[src/rtl/cache_refill_ctrl.sv]
// cache_refill_ctrl: fetches a 4-word block from main memory on a cache miss,
// one outstanding word read at a time, then writes the whole block to the cache.
// Optional statistics counters are compiled in when REFILL_STATS_EN is defined;
// otherwise miss_count and hit_count are tied to zero.
module cache_refill_ctrl #(
  parameter int ADDR_W = 15,
  parameter int DATA_W = 32
) (
  input  logic                clk,
  input  logic                rst,
  input  logic                req_valid,
  input  logic [ADDR_W-1:0]   req_addr,
  input  logic                cache_miss,
  output logic                stall,
  output logic                mem_rd,
  output logic [ADDR_W-1:0]   mem_addr,
  input  logic [DATA_W-1:0]   mem_rdata,
  input  logic                mem_rvalid,
  output logic [ADDR_W-1:0]   cache_addr,
  output logic [4*DATA_W-1:0] block_data,
  output logic                cache_write,
  output logic                refill_done,
  output logic [15:0]         miss_count,
  output logic [15:0]         hit_count
);

  typedef enum logic [1:0] {
    IDLE  = 2'd0,
    FETCH = 2'd1,
    WRITE = 2'd2,
    DONE  = 2'd3
  } state_t;

  state_t              state_q;
  state_t              state_d;
  logic [1:0]          index_q;
  logic [ADDR_W-1:0]   addr_q;
  logic [DATA_W-1:0]   word_q [4];
  logic [4*DATA_W-1:0] word_flat;
  logic [4*DATA_W-1:0] block_q;
  logic                start_refill;

  assign start_refill = (state_q == IDLE) && req_valid && cache_miss;

  // Pack the refill buffer into the block_data bit layout (word i at i*DATA_W).
  always_comb begin
    word_flat = '0;
    for (int i = 0; i < 4; i++) begin
      word_flat[i*DATA_W +: DATA_W] = word_q[i];
    end
  end

  // State register.
  // NOTE: sequential state uses non-blocking assignments so every register
  // samples pre-edge values; blocking here would create order-dependent races.
  always_ff @(posedge clk or posedge rst) begin
    if (rst) state_q <= IDLE;
    else     state_q <= state_d;
  end

  // Next-state logic: one word per accepted mem_rvalid, wait unbounded.
  // NOTE: state_d gets a default first so no path leaves it unassigned,
  // which would otherwise infer a latch.
  always_comb begin
    state_d = state_q;
    unique case (state_q)
      IDLE:    if (start_refill) state_d = FETCH;
      FETCH:   if (mem_rvalid && (index_q == 2'd3)) state_d = WRITE;
      WRITE:   state_d = DONE;
      DONE:    state_d = IDLE;
      default: state_d = IDLE;
    endcase
  end

  // Datapath registers: latched address, word index, refill buffer, held block.
  // NOTE: the 4-word buffer is a handful of flops, not a RAM, and it must read
  // as zero after reset, so it is reset along with the rest of the state.
  always_ff @(posedge clk or posedge rst) begin
    if (rst) begin
      index_q <= 2'd0;
      addr_q  <= '0;
      block_q <= '0;
      for (int i = 0; i < 4; i++) word_q[i] <= '0;
    end else begin
      unique case (state_q)
        IDLE: begin
          if (start_refill) begin
            addr_q  <= req_addr;
            index_q <= 2'd0;
          end
        end
        FETCH: begin
          if (mem_rvalid) begin
            word_q[index_q] <= mem_rdata;
            if (index_q != 2'd3) index_q <= index_q + 2'd1;
          end
        end
        WRITE:   block_q <= word_flat;
        default: ;
      endcase
    end
  end

  // Outputs decoded from state; the word index replaces the low address bits
  // so a block never carries across its 4-word boundary.
  always_comb begin
    stall       = (state_q == FETCH) || (state_q == WRITE);
    mem_rd      = (state_q == FETCH);
    cache_write = (state_q == WRITE);
    refill_done = (state_q == DONE);
    mem_addr    = {addr_q[ADDR_W-1:2], index_q};
    cache_addr  = stall ? addr_q : req_addr;
    block_data  = (state_q == WRITE) ? word_flat : block_q;
  end

`ifdef REFILL_STATS_EN
  logic [15:0] miss_q;
  logic [15:0] hit_q;

  // Saturating hit/miss statistics, counted only on IDLE-state requests.
  always_ff @(posedge clk or posedge rst) begin
    if (rst) begin
      miss_q <= '0;
      hit_q  <= '0;
    end else if ((state_q == IDLE) && req_valid) begin
      if (cache_miss) begin
        if (miss_q != 16'hFFFF) miss_q <= miss_q + 16'd1;
      end else begin
        if (hit_q != 16'hFFFF) hit_q <= hit_q + 16'd1;
      end
    end
  end

  assign miss_count = miss_q;
  assign hit_count  = hit_q;
`else
  assign miss_count = 16'd0;
  assign hit_count  = 16'd0;
`endif

endmodule
[config.mk]
export PLATFORM = sky130hd
export DESIGN_NAME = cache_refill_ctrl
export DESIGN_NICKNAME = d
export VERILOG_FILES = /design/src/rtl/cache_refill_ctrl.sv
export SDC_FILE = /design/constraint.sdc
export NUM_CORES = 1
export LEC_CHECK = 0
export ABC_AREA = 1
export BUFFER_PORTS_ARGS = -buffer_cell sky130_fd_sc_hd__buf_2
export CORE_MARGIN = 2
export CORE_UTILIZATION = 40
export CTS_CLUSTER_SIZE = 8
export DETAILED_ROUTE_END_ITERATION = 10
export GPL_TIMING_DRIVEN = 0
export PLACE_DENSITY_LB_ADDON = 0.25
export SLEW_MARGIN = 10
export SYNTH_ARGS = -nofsm -noshare
export SYNTH_HDL_FRONTEND = slang
export SYNTH_SLANG_ARGS = --single-unit
[constraint.sdc]
create_clock -name clk -period 10.3 [get_ports clk]
set_input_delay 0.515 -clock clk [delete_from_list [all_inputs] [get_ports clk]]
set_output_delay 0.515 -clock clk [all_outputs]
set_load 0.05 [all_outputs]
==> impl_metrics.csv, run 1 <==
group,metric,value,unit
run_status,run_status,"completed",
worst_setup_path,timing.setup.critical_path_class,"flip-flop to output pin",
placed_design,routabilityCongestion,0.725,
route,met2RoutedLength,12.1,mm
worst_setup_path,rrSetupSlack,8.52,ns
route,post_drt_via_cell_ratio,4.76,
cts,cts_hold_repair.buffers,0,
layout,drive_gt1_share,39.7,%
global_routing,grt_start_max_net_pins,100,
yosys,mappedNetlistArea,10900,um2
cts,cts_clock_pin_slew_for_the_worst_setup_and_hold_paths,0.05,ns
placed_design,preCtsSetupSlack,7.89,ns
route,num_vias,7330,
route,route.detailed.drc,0,
route,route.detailed.wl_per_inst,17.0,um
floorplan,coreArea,26800,um2
global_routing,grt_pass1_wl,41.2,mm
floorplan,die_y,169,um
layout,n_antenna_cell,0,
yosys,netlist_instances,907,
layout,synthToLayoutAreaGrowth,25.3,%
placed_design,portBuffers,212,
sta,timing.final.setup_violations,0,
yosys,synth-edff-count,0,
yosys,post-synth-top-count-cell,"sky130_fd_sc_hd__dfrtp_1",
route,wl_met1,12.1,mm
global_routing,grt-ovfl-total,0,
cts,clockRootBuffer,"sky130_fd_sc_hd__clkbuf_16",
yosys,yosysWarningCount,0,
global_routing,global_route.usage.total,18.4,%
route,final_antenna_net_count,0,
sta,final-hold-violation-count,0,
layout,n_fill_cell,2450,
sta,timing_worst_slew_pin_value,0.611,ns
global_routing,grt_antenna_before_repair,0,
yosys,post-synth-top-area-fraction,63.3,%
cts,post_cts.resized_instances,0,
route,maxUsedRoutingLayer,"met4",
layout,post_layout_nonfiller_instances,1539,
layout,fin_nets,1256,
route,detailedRoute.firstPassIterationCount,4,
sta,slew_headroom,59.2,%
sta,rsz0062_at_grt,"false",
worst_setup_path,timing.critical_path.arrival,2.37,ns
floorplan,floorplan.initialDensity,40.6,%
cts,cts.path.max_buffers,3,
yosys,dominantRegCellSynth,"sky130_fd_sc_hd__dfrtp_1",
cts,number_of_buffers_added_by_the_clock_tree_synthesis_step,40,
yosys,ys_seq_elements,275,
worst_setup_path,worstReg2RegStart,"state_q[0]$_DFFE_PP0P_",
route,wirelength,26.1,mm
worst_setup_path,worst-path-max-fanout,10,
cts,clock_insertion_delay_worst_skew,0.50,ns
cts,postCtsSetupBuffers,0,
job,drv.max_cap_violation_count,0,
worst_setup_path,timing.critical_path.from,"state_q[0]$_DFFE_PP0P_",
worst_setup_path,start_kind,"flip-flop",
cts,cts-htree-levels,2,
yosys,synth-async-reset-ratio,100,%
sta,layout_worst_path_cycle_share,28.0,%
worst_setup_path,reg2regPathDepth,5,
yosys,library_cell_with_the_largest_summed_area_after_synthesis,"sky130_fd_sc_hd__dfrtp_1",
yosys,synth_area_leaders,"sky130_fd_sc_hd__dfrtp_1, sky130_fd_sc_hd__mux2_2, sky130_fd_sc_hd__o21ai_0",
yosys,yosys.cell_types.count,16,
layout,regArea,6880,um2
yosys,seq_area_frac_synth,63.3,%
route,drt_first_iter_violations,352,
placed_design,dp.cells,1493,
cts,cts_tree,"yes",
sta,slew_viol_final,0,
sta,worst_clock_skew_on_the_final_layout,0.00633,ns
global_routing,first_global_vias,7383,
worst_setup_path,worst_r2r_end,"block_q[107]$_DFF_PP0_",
worst_setup_path,worstSetupEndpointType,"output pin",
placed_design,detailed_place_hpwl,17.5,mm
floorplan,chipWidth,169,um
floorplan,dieArea,28500,um2
floorplan,rows,60,
min_path,holdCritPathClass,"input pin to async pin",
sta,clock_period_minus_worst_slack,2.89,ns
sta,timing.final.ws_setup,7.41,ns
yosys,synth_common_cells,"sky130_fd_sc_hd__dfrtp_1, sky130_fd_sc_hd__nand2_1, sky130_fd_sc_hd__o21ai_0",
worst_setup_path,cp_data_required_time,9.79,ns
yosys,synth_area_per_cell,12.0,um2
cts,cts.sink_count,275,
floorplan,boundaryPins,246,
route,route.met3.wl,1.40,mm
layout,multi_input_area,3250,um2
sta,fmax,346,MHz
sta,tns,0,ns
state kept, by name (all words and copies together) (netlist names):
signal and flops:
state_q 2, block_q 128, word_flat 128, index_q 2
addr_q 15
layout make-up:
type                       instances  share of cell area (%)
clock buffer                      44                    7.77
timing repair buffer             214                    8.20
clock inverter                     2                   0.156
tap                              341                    3.13
sequential                       275                    50.5
multi-input combinational        517                    23.9
buffer                            91                    4.77
inverter                          55                    1.57
layer usage:
layer / track usage (%) / up-vias
met1: 26.0 / 3644
met3: 4.02 / 43
met4: 5.13 / 0
met2: 28.8 / 193
li1: - / 3450
met5: 0 / -
worst max-delay path: stages (launching register included):
cell and delay, ns:
sky130_fd_sc_hd__dfrtp_1 0.42, sky130_fd_sc_hd__inv_1 0.13, sky130_fd_sc_hd__ha_1 0.26, sky130_fd_sc_hd__buf_4 0.26, sky130_fd_sc_hd__buf_6 0.20, sky130_fd_sc_hd__mux2_2 0.38
sky130_fd_sc_hd__buf_2 0.22
cells in the final DEF, fill, tap and decap left out:
| master | Yosys | final |
|---|---|---|
| sky130_fd_sc_hd__inv_8 | 0 | 1 |
| sky130_fd_sc_hd__clkinv_8 | 0 | 1 |
| sky130_fd_sc_hd__clkbuf_2 | 10 | 10 |
| sky130_fd_sc_hd__nand3_1 | 5 | 5 |
| sky130_fd_sc_hd__clkbuf_16 | 0 | 42 |
| sky130_fd_sc_hd__buf_6 | 13 | 13 |
| sky130_fd_sc_hd__buf_4 | 48 | 48 |
| sky130_fd_sc_hd__buf_2 | 14 | 226 |
| sky130_fd_sc_hd__o21ai_0 | 150 | 150 |
| sky130_fd_sc_hd__mux2_2 | 128 | 128 |
| sky130_fd_sc_hd__conb_1 | 1 | 32 |
| sky130_fd_sc_hd__nor2_1 | 6 | 6 |
| sky130_fd_sc_hd__buf_16 | 0 | 2 |
| sky130_fd_sc_hd__o21ai_1 | 9 | 9 |
| sky130_fd_sc_hd__clkbuf_1 | 6 | 8 |
| sky130_fd_sc_hd__nand3_4 | 4 | 4 |
| sky130_fd_sc_hd__dfrtp_1 | 275 | 275 |
| sky130_fd_sc_hd__ha_1 | 10 | 10 |
| sky130_fd_sc_hd__nand2_1 | 173 | 173 |
| sky130_fd_sc_hd__clkinv_2 | 0 | 1 |
| sky130_fd_sc_hd__inv_1 | 55 | 54 |
worst max path at each step:
stage | slack [ns] | depth (start not counted) | to
floorplan | 2.20 | 1 | addr_q[0]$_DFFE_PP0P_
global placement | -0.84 | 2 | block_q[110]$_DFF_PP0_
detailed placement | 7.89 | 6 | block_data[102]
CTS | 7.35 | 6 | block_data[102]
global route | 7.29 | 6 | block_data[102]
finish | 7.41 | 6 | block_data[107]
cell families (layout without fill, tap and decap cells):
| family | count (synthesis) | count (layout) | share of synthesized area [%] |
|---|---|---|---|
| flip-flops | 275 | 275 | 63.3 |
| AO/OA/AOI/OAI | 159 | 159 | 7.32 |
| adder cells (fa/ha/maj) | 10 | 10 | 1.15 |
| other | 1 | 32 | 0.0345 |
| buffers and inverters | 146 | 406 | 7.87 |
| multiplexers | 128 | 128 | 13.3 |
| AND/OR/NAND/NOR | 188 | 188 | 7.06 |
per-stage QoR:
stage               util [%]  hold slack [ns]  instance area [um2]
finish                  50.8            0.102                13600
floorplan                  -            0.448                11000
global route            50.8            0.153                13600
CTS                     50.8            0.120                13600
detailed placement      46.8            0.467                12500
global placement        46.5            0.460                12500
Power of run 1 is not shown: default switching activity piles up to over one toggle a cycle in this logic, so the estimate is an artifact.
==> run 2: changes to the inputs <==
==> constraint.sdc (replaced) <==
create_clock -name clk -period 2.34 [get_ports clk]
set_input_delay 0.117 -clock clk [delete_from_list [all_inputs] [get_ports clk]]
set_output_delay 0.117 -clock clk [all_outputs]
set_load 0.05 [all_outputs]
==> impl_metrics.csv, run 2 (synthesis gave the netlist of run 1 again) <==
group,metric,value,unit
run_status,run_status,"completed",
cts,cts_tree,"yes",
placed_design,portBuffers,212,
cts,clock_insertion_delay_worst_skew,0.51,ns
route,wirelength,27.1,mm
layout,layout.cells.most_common,"sky130_fd_sc_hd__dfrtp_1",
placed_design,routabilityCongestion,0.746,
global_routing,grt_antenna_before_repair,0,
worst_setup_path,timing.setup.critical_path_class,"flip-flop to output pin",
floorplan,chipWidth,169,um
worst_setup_path,timing.critical_path.arrival,2.16,ns
layout,drive_gt1_share,39.3,%
layout,fin_nets,1312,
placed_design,detailed_place_hpwl,18.3,mm
layout,layout.cells.most_common_list,"sky130_fd_sc_hd__dfrtp_1, sky130_fd_sc_hd__buf_2, sky130_fd_sc_hd__nand2_1",
cts,cts_clock_pin_slew_for_the_worst_setup_and_hold_paths,0.05,ns
floorplan,die_y,169,um
cts,cts.sink_count,275,
route,final_antenna_net_count,0,
sta,clock_period_minus_worst_slack,2.27,ns
floorplan,coreArea,26800,um2
floorplan,dieArea,28500,um2
placed_design,dp.cells,1499,
sta,worst_clock_skew_on_the_final_layout,0.0104,ns
global_routing,global_route.usage.total,19.2,%
global_routing,grt_start_max_net_pins,39,
route,detailedRoute.firstPassIterationCount,4,
worst_setup_path,start_kind,"flip-flop",
cts,clockRootBuffer,"sky130_fd_sc_hd__clkbuf_16",
sta,timing.final.setup_violations,0,
worst_setup_path,rrSetupSlack,0.65,ns
worst_setup_path,timing.critical_path.from,"state_q[0]$_DFFE_PP0P_",
sta,slew_viol_final,0,
route,num_vias,7570,
route,route.detailed.drc,0,
worst_setup_path,cp-endpoint,"block_data[27]",
layout,synthToLayoutAreaGrowth,32.5,%
min_path,holdCritPathClass,"input pin to flip-flop",
worst_setup_path,worst-path-max-fanout,10,
cts,cts.path.max_buffers,3,
global_routing,grt-ovfl-total,0,
sta,tns,0,ns
cts,cts-htree-levels,2,
job,drv.max_cap_violation_count,0,
floorplan,floorplan.initialDensity,40.6,%
global_routing,first_global_vias,7882,
sta,slew_headroom,54.5,%
route,drt_first_iter_violations,284,
worst_setup_path,cp_data_required_time,2.22,ns
worst_setup_path,reg2regPathDepth,6,
worst_setup_path,worstReg2RegStart,"state_q[1]$_DFFE_PP0P_",
sta,fmax,440,MHz
layout,post_layout_nonfiller_instances,1594,
sta,final-hold-violation-count,0,
layout,n_antenna_cell,0,
cts,number_of_buffers_added_by_the_clock_tree_synthesis_step,40,
global_routing,grt_pass1_wl,43.1,mm
sta,rsz0062_at_grt,"true",
sta,layout_worst_path_cycle_share,97.1,%
floorplan,boundaryPins,246,
route,route.detailed.wl_per_inst,17.0,um
floorplan,rows,60,
worst_setup_path,worstSetupEndpointType,"output pin",
route,post_drt_via_cell_ratio,4.75,
worst_setup_path,worst_r2r_end,"word_flat[32]$_DFFE_PP0P_",
sta,timing_worst_slew_pin_value,0.681,ns
## run 2: cell type report
type                       instances  area (um2)
inverter                          55         213
fill                            2379       12400
clock buffer                      43        1060
multi-input combinational        517        3260
clock inverter                     2        21.3
tap                              341         427
sequential                       275        6880
timing repair buffer             271        1840
buffer                            90         696
## run 2: metal layers
metal  vias up  share of wire, %  global-route usage, %  routed length [um]
li1       3565                 -                      -                   -
met1      3766                44                   25.6               11900
met2       197                49                   31.9               13200
met3        42               6.0                   4.77                1630
met4         0               1.6                   4.80                 431
met5         -                 0                      0                   0
## run 2: timing repair
item,in CTS,in global routing
setup buffers,0,2
hold buffers,48,0
resized for setup,14,65
setup endpoints to repair,143,134
pin swaps,0,0
endpoints found under the hold margin,158,0
cloned,0,1
## run 2: how the worst min path moves through the flow
stage          slack, ns  depth (start not counted)         start                         end
3_5_place_dp        0.25                          2           rst       block_q[55]$_DFF_PP0_
4_1_cts             0.09                          5    mem_rvalid      state_q[1]$_DFFE_PP0P_
2_1_floorplan       0.28                          2  req_addr[14]      addr_q[14]$_DFFE_PP0P_
3_3_place_gp        0.39                          3  req_addr[14]      addr_q[14]$_DFFE_PP0P_
5_1_grt             0.13                          4    mem_rvalid  word_flat[126]$_DFFE_PP0P_
6_report            0.10                          5    mem_rvalid      state_q[1]$_DFFE_PP0P_
## run 2: worst max-delay path, stage by stage, from the launching register on
cell	delay [ns]
sky130_fd_sc_hd__dfrtp_2	0.44
sky130_fd_sc_hd__inv_4	0.09
sky130_fd_sc_hd__ha_4	0.20
sky130_fd_sc_hd__clkbuf_16	0.18
sky130_fd_sc_hd__buf_8	0.15
sky130_fd_sc_hd__mux2_2	0.37
sky130_fd_sc_hd__clkbuf_4	0.22
## run 2: stage by stage
step	hold slack [ns]	worst slack [ns]	utilization, %	instance area (um2)
floorplan	0.278	-1.41	-	11000
global placement	0.393	-3.10	46.6	12500
detailed placement	0.248	0.281	47.2	12600
CTS	0.0857	0.000623	53.2	14200
global route	0.126	-0.0143	53.8	14400
finish	0.100	0.0678	53.8	14400
Power of run 2 is left out for the same reason.
==> run 3: changes to the inputs <==
--- a/config.mk
+++ b/config.mk
@@ -7,12 +7,13 @@
 export LEC_CHECK = 0
 export ABC_AREA = 1
 export BUFFER_PORTS_ARGS = -buffer_cell sky130_fd_sc_hd__buf_2
+export CAP_MARGIN = 5
 export CORE_MARGIN = 2
 export CORE_UTILIZATION = 40
 export CTS_CLUSTER_SIZE = 8
 export DETAILED_ROUTE_END_ITERATION = 10
 export GPL_TIMING_DRIVEN = 0
-export PLACE_DENSITY_LB_ADDON = 0.25
+export PLACE_DENSITY = 0.72
 export SLEW_MARGIN = 10
 export SYNTH_ARGS = -nofsm -noshare
 export SYNTH_HDL_FRONTEND = slang
==> impl_metrics.csv, run 3 (synthesis gave the netlist of run 1 again) <==
group,metric,value,unit
job,drv.max_cap_violation_count,0,
min_path,hp-start,"mem_rvalid",
layout,final_area,14400,um2
placed_design,routabilityCongestion,0.760,
floorplan,coreArea,26800,um2
global_routing,groute.layer.met2.usage,34.6,%
global_routing,grt_pass1_wl,44.6,mm
placed_design,detailed_place.area,12600,um2
global_routing,met1_usage,26.2,%
worst_setup_path,crit_chain,"inv_4 -> ha_4 -> clkbuf_16 -> buf_8 -> mux2_2 -> buf_2",
worst_setup_path,timing.critical_path.from,"state_q[0]$_DFFE_PP0P_",
global_routing,global_route.usage.total,20.2,%
global_routing,grt-ovfl-total,0,
route,route.detailed.wl_per_inst,17.8,um
worst_setup_path,rrSetupSlack,0.60,ns
min_path,timing.hold.worst_endpoint,"state_q[1]$_DFFE_PP0P_",
cts,cts_clock_pin_slew_for_the_worst_setup_and_hold_paths,0.05,ns
cts,cts.sink_count,275,
layout,layout.cells.most_common,"sky130_fd_sc_hd__dfrtp_1",
layout,layout.cells.most_common_list,"sky130_fd_sc_hd__dfrtp_1, sky130_fd_sc_hd__buf_2, sky130_fd_sc_hd__nand2_1",
layout,drive_gt1_share,39.0,%
global_routing,grt_most_used_layer,"met2",
sta,clock_period_minus_worst_slack,2.28,ns
route,num_vias,7712,
floorplan,rows,60,
placed_design,detailed_place_hpwl,18.9,mm
worst_setup_path,start_kind,"flip-flop",
sta,timing.final.setup_violations,0,
run_status,run_status,"completed",
layout,fin_util,53.6,%
worst_setup_path,slowest_delay,0.44,ns
cts,clockRootBuffer,"sky130_fd_sc_hd__clkbuf_16",
floorplan,dieArea,28500,um2
cts,cts-htree-levels,2,
sta,fmax,439,MHz
layout,synthToLayoutAreaGrowth,32.1,%
worst_setup_path,worst_r2r_end,"word_flat[47]$_DFFE_PP0P_",
sta,worst_clock_skew_on_the_final_layout,0.0196,ns
worst_setup_path,worstSetupEndpointType,"output pin",
route,detailedRoute.firstPassIterationCount,4,
route,wirelength,28.5,mm
min_path,holdCritPathClass,"input pin to flip-flop",
worst_setup_path,worstReg2RegStart,"state_q[0]$_DFFE_PP0P_",
floorplan,chipWidth,169,um
sta,slew_viol_final,0,
worst_setup_path,worst_path_max_delay_cell,"sky130_fd_sc_hd__dfrtp_2",
global_routing,first_global_vias,8054,
worst_setup_path,timing.setup.critical_path_class,"flip-flop to output pin",
worst_setup_path,timing.critical_path.arrival,2.16,ns
route,final_antenna_net_count,0,
layout,fin_nets,1312,
sta,hold_slack_final,0.0978,ns
layout,n_antenna_cell,0,
worst_setup_path,worst-path-max-fanout,10,
min_path,hold_path_depth,5,
worst_setup_path,cp_data_required_time,2.22,ns
floorplan,die_y,169,um
floorplan,floorplan.initialDensity,40.6,%
route,post_drt_via_cell_ratio,4.84,
sta,layout_worst_path_cycle_share,97.4,%
global_routing,grt_antenna_before_repair,0,
worst_setup_path,cp_num_buf_inv,4,
sta,rsz0062_at_grt,"true",
cts,clock_insertion_delay_worst_skew,0.52,ns
route,drt_first_iter_violations,324,
placed_design,portBuffers,212,
cts,number_of_buffers_added_by_the_clock_tree_synthesis_step,40,
sta,timing_worst_slew_pin_value,0.551,ns
cts,cts.path.max_buffers,3,
worst_setup_path,reg2regPathDepth,7,
route,route.detailed.drc,0,
worst_setup_path,cp_top_family,"buffers and inverters",
global_routing,met3_usage,3.69,%
sta,final-hold-violation-count,0,
floorplan,boundaryPins,246,
cts,cts_tree,"yes",
global_routing,grt_start_max_net_pins,40,
sta,slew_headroom,63.3,%
-- run 3: changes by cell type in the layout (fill, tap and decap cells not counted) --
| cell | change |
|---|---|
| sky130_fd_sc_hd__buf_12 | +2 |
| sky130_fd_sc_hd__buf_2 | +9 |
| sky130_fd_sc_hd__buf_6 | -1 |
| sky130_fd_sc_hd__buf_8 | -1 |
| sky130_fd_sc_hd__clkbuf_1 | +3 |
| sky130_fd_sc_hd__clkbuf_16 | -2 |
| sky130_fd_sc_hd__clkbuf_4 | -9 |
| sky130_fd_sc_hd__clkinv_2 | -1 |
| sky130_fd_sc_hd__ha_1 | +1 |
| sky130_fd_sc_hd__ha_2 | -1 |
| sky130_fd_sc_hd__inv_6 | +1 |
-- run 3: worst min-delay path, stage by stage --
cell and delay, ns:
sky130_fd_sc_hd__buf_4 0.16, sky130_fd_sc_hd__nand2_1 0.07, sky130_fd_sc_hd__nand2_1 0.06, sky130_fd_sc_hd__nand3_1 0.08, sky130_fd_sc_hd__nand2_1 0.05
-- run 3: worst max-delay path by stage --
stage,to,slack (ns),cells after the start
detailed placement,block_data[103],0.32,6
floorplan,addr_q[0]$_DFFE_PP0P_,-1.41,1
finish,block_data[38],0.06,6
global route,block_data[36],-0.003,6
global placement,block_q[34]$_DFF_PP0_,-2.99,2
CTS,block_data[67],-0.006,6
-- run 3: final cells by class --
| class | instances | area [um2] |
|---|---|---|
| timing repair buffer | 271 | 1820 |
| tap | 341 | 427 |
| inverter | 55 | 213 |
| buffer | 90 | 707 |
| sequential | 275 | 6880 |
| clock buffer | 44 | 1030 |
| clock inverter | 2 | 25.0 |
| fill | 2333 | 12400 |
| multi-input combinational | 517 | 3260 |
-- run 3: per-stage QoR --
stage,setup TNS (ns),instances,setup WS [ns]
global placement,-814.25,1491,-2.99
finish,0,1595,0.0598
CTS,-0.0276,1593,-0.00639
detailed placement,0,1499,0.323
floorplan,-388.95,938,-1.41
global route,-0.0163,1595,-0.00304
-- run 3: what timing repair did --
item / in CTS / in global routing
hold endpoints to repair: 187 / 0
endpoints found under the setup margin: 141 / 130
buffers inserted: 0 / 2
hold buffers: 48 / 0
gates resized for setup: 22 / 44
gates cloned: 0 / 1
-- run 3: routing by layer --
| metal | up-vias | share of wire (%) |
|---|---|---|
| li1 | 3581 | - |
| met1 | 3886 | 43 |
| met2 | 196 | 50 |
| met3 | 49 | 4.2 |
| met4 | 0 | 2.2 |
| met5 | - | 0 |
Power of run 3 is left out for the same reason.
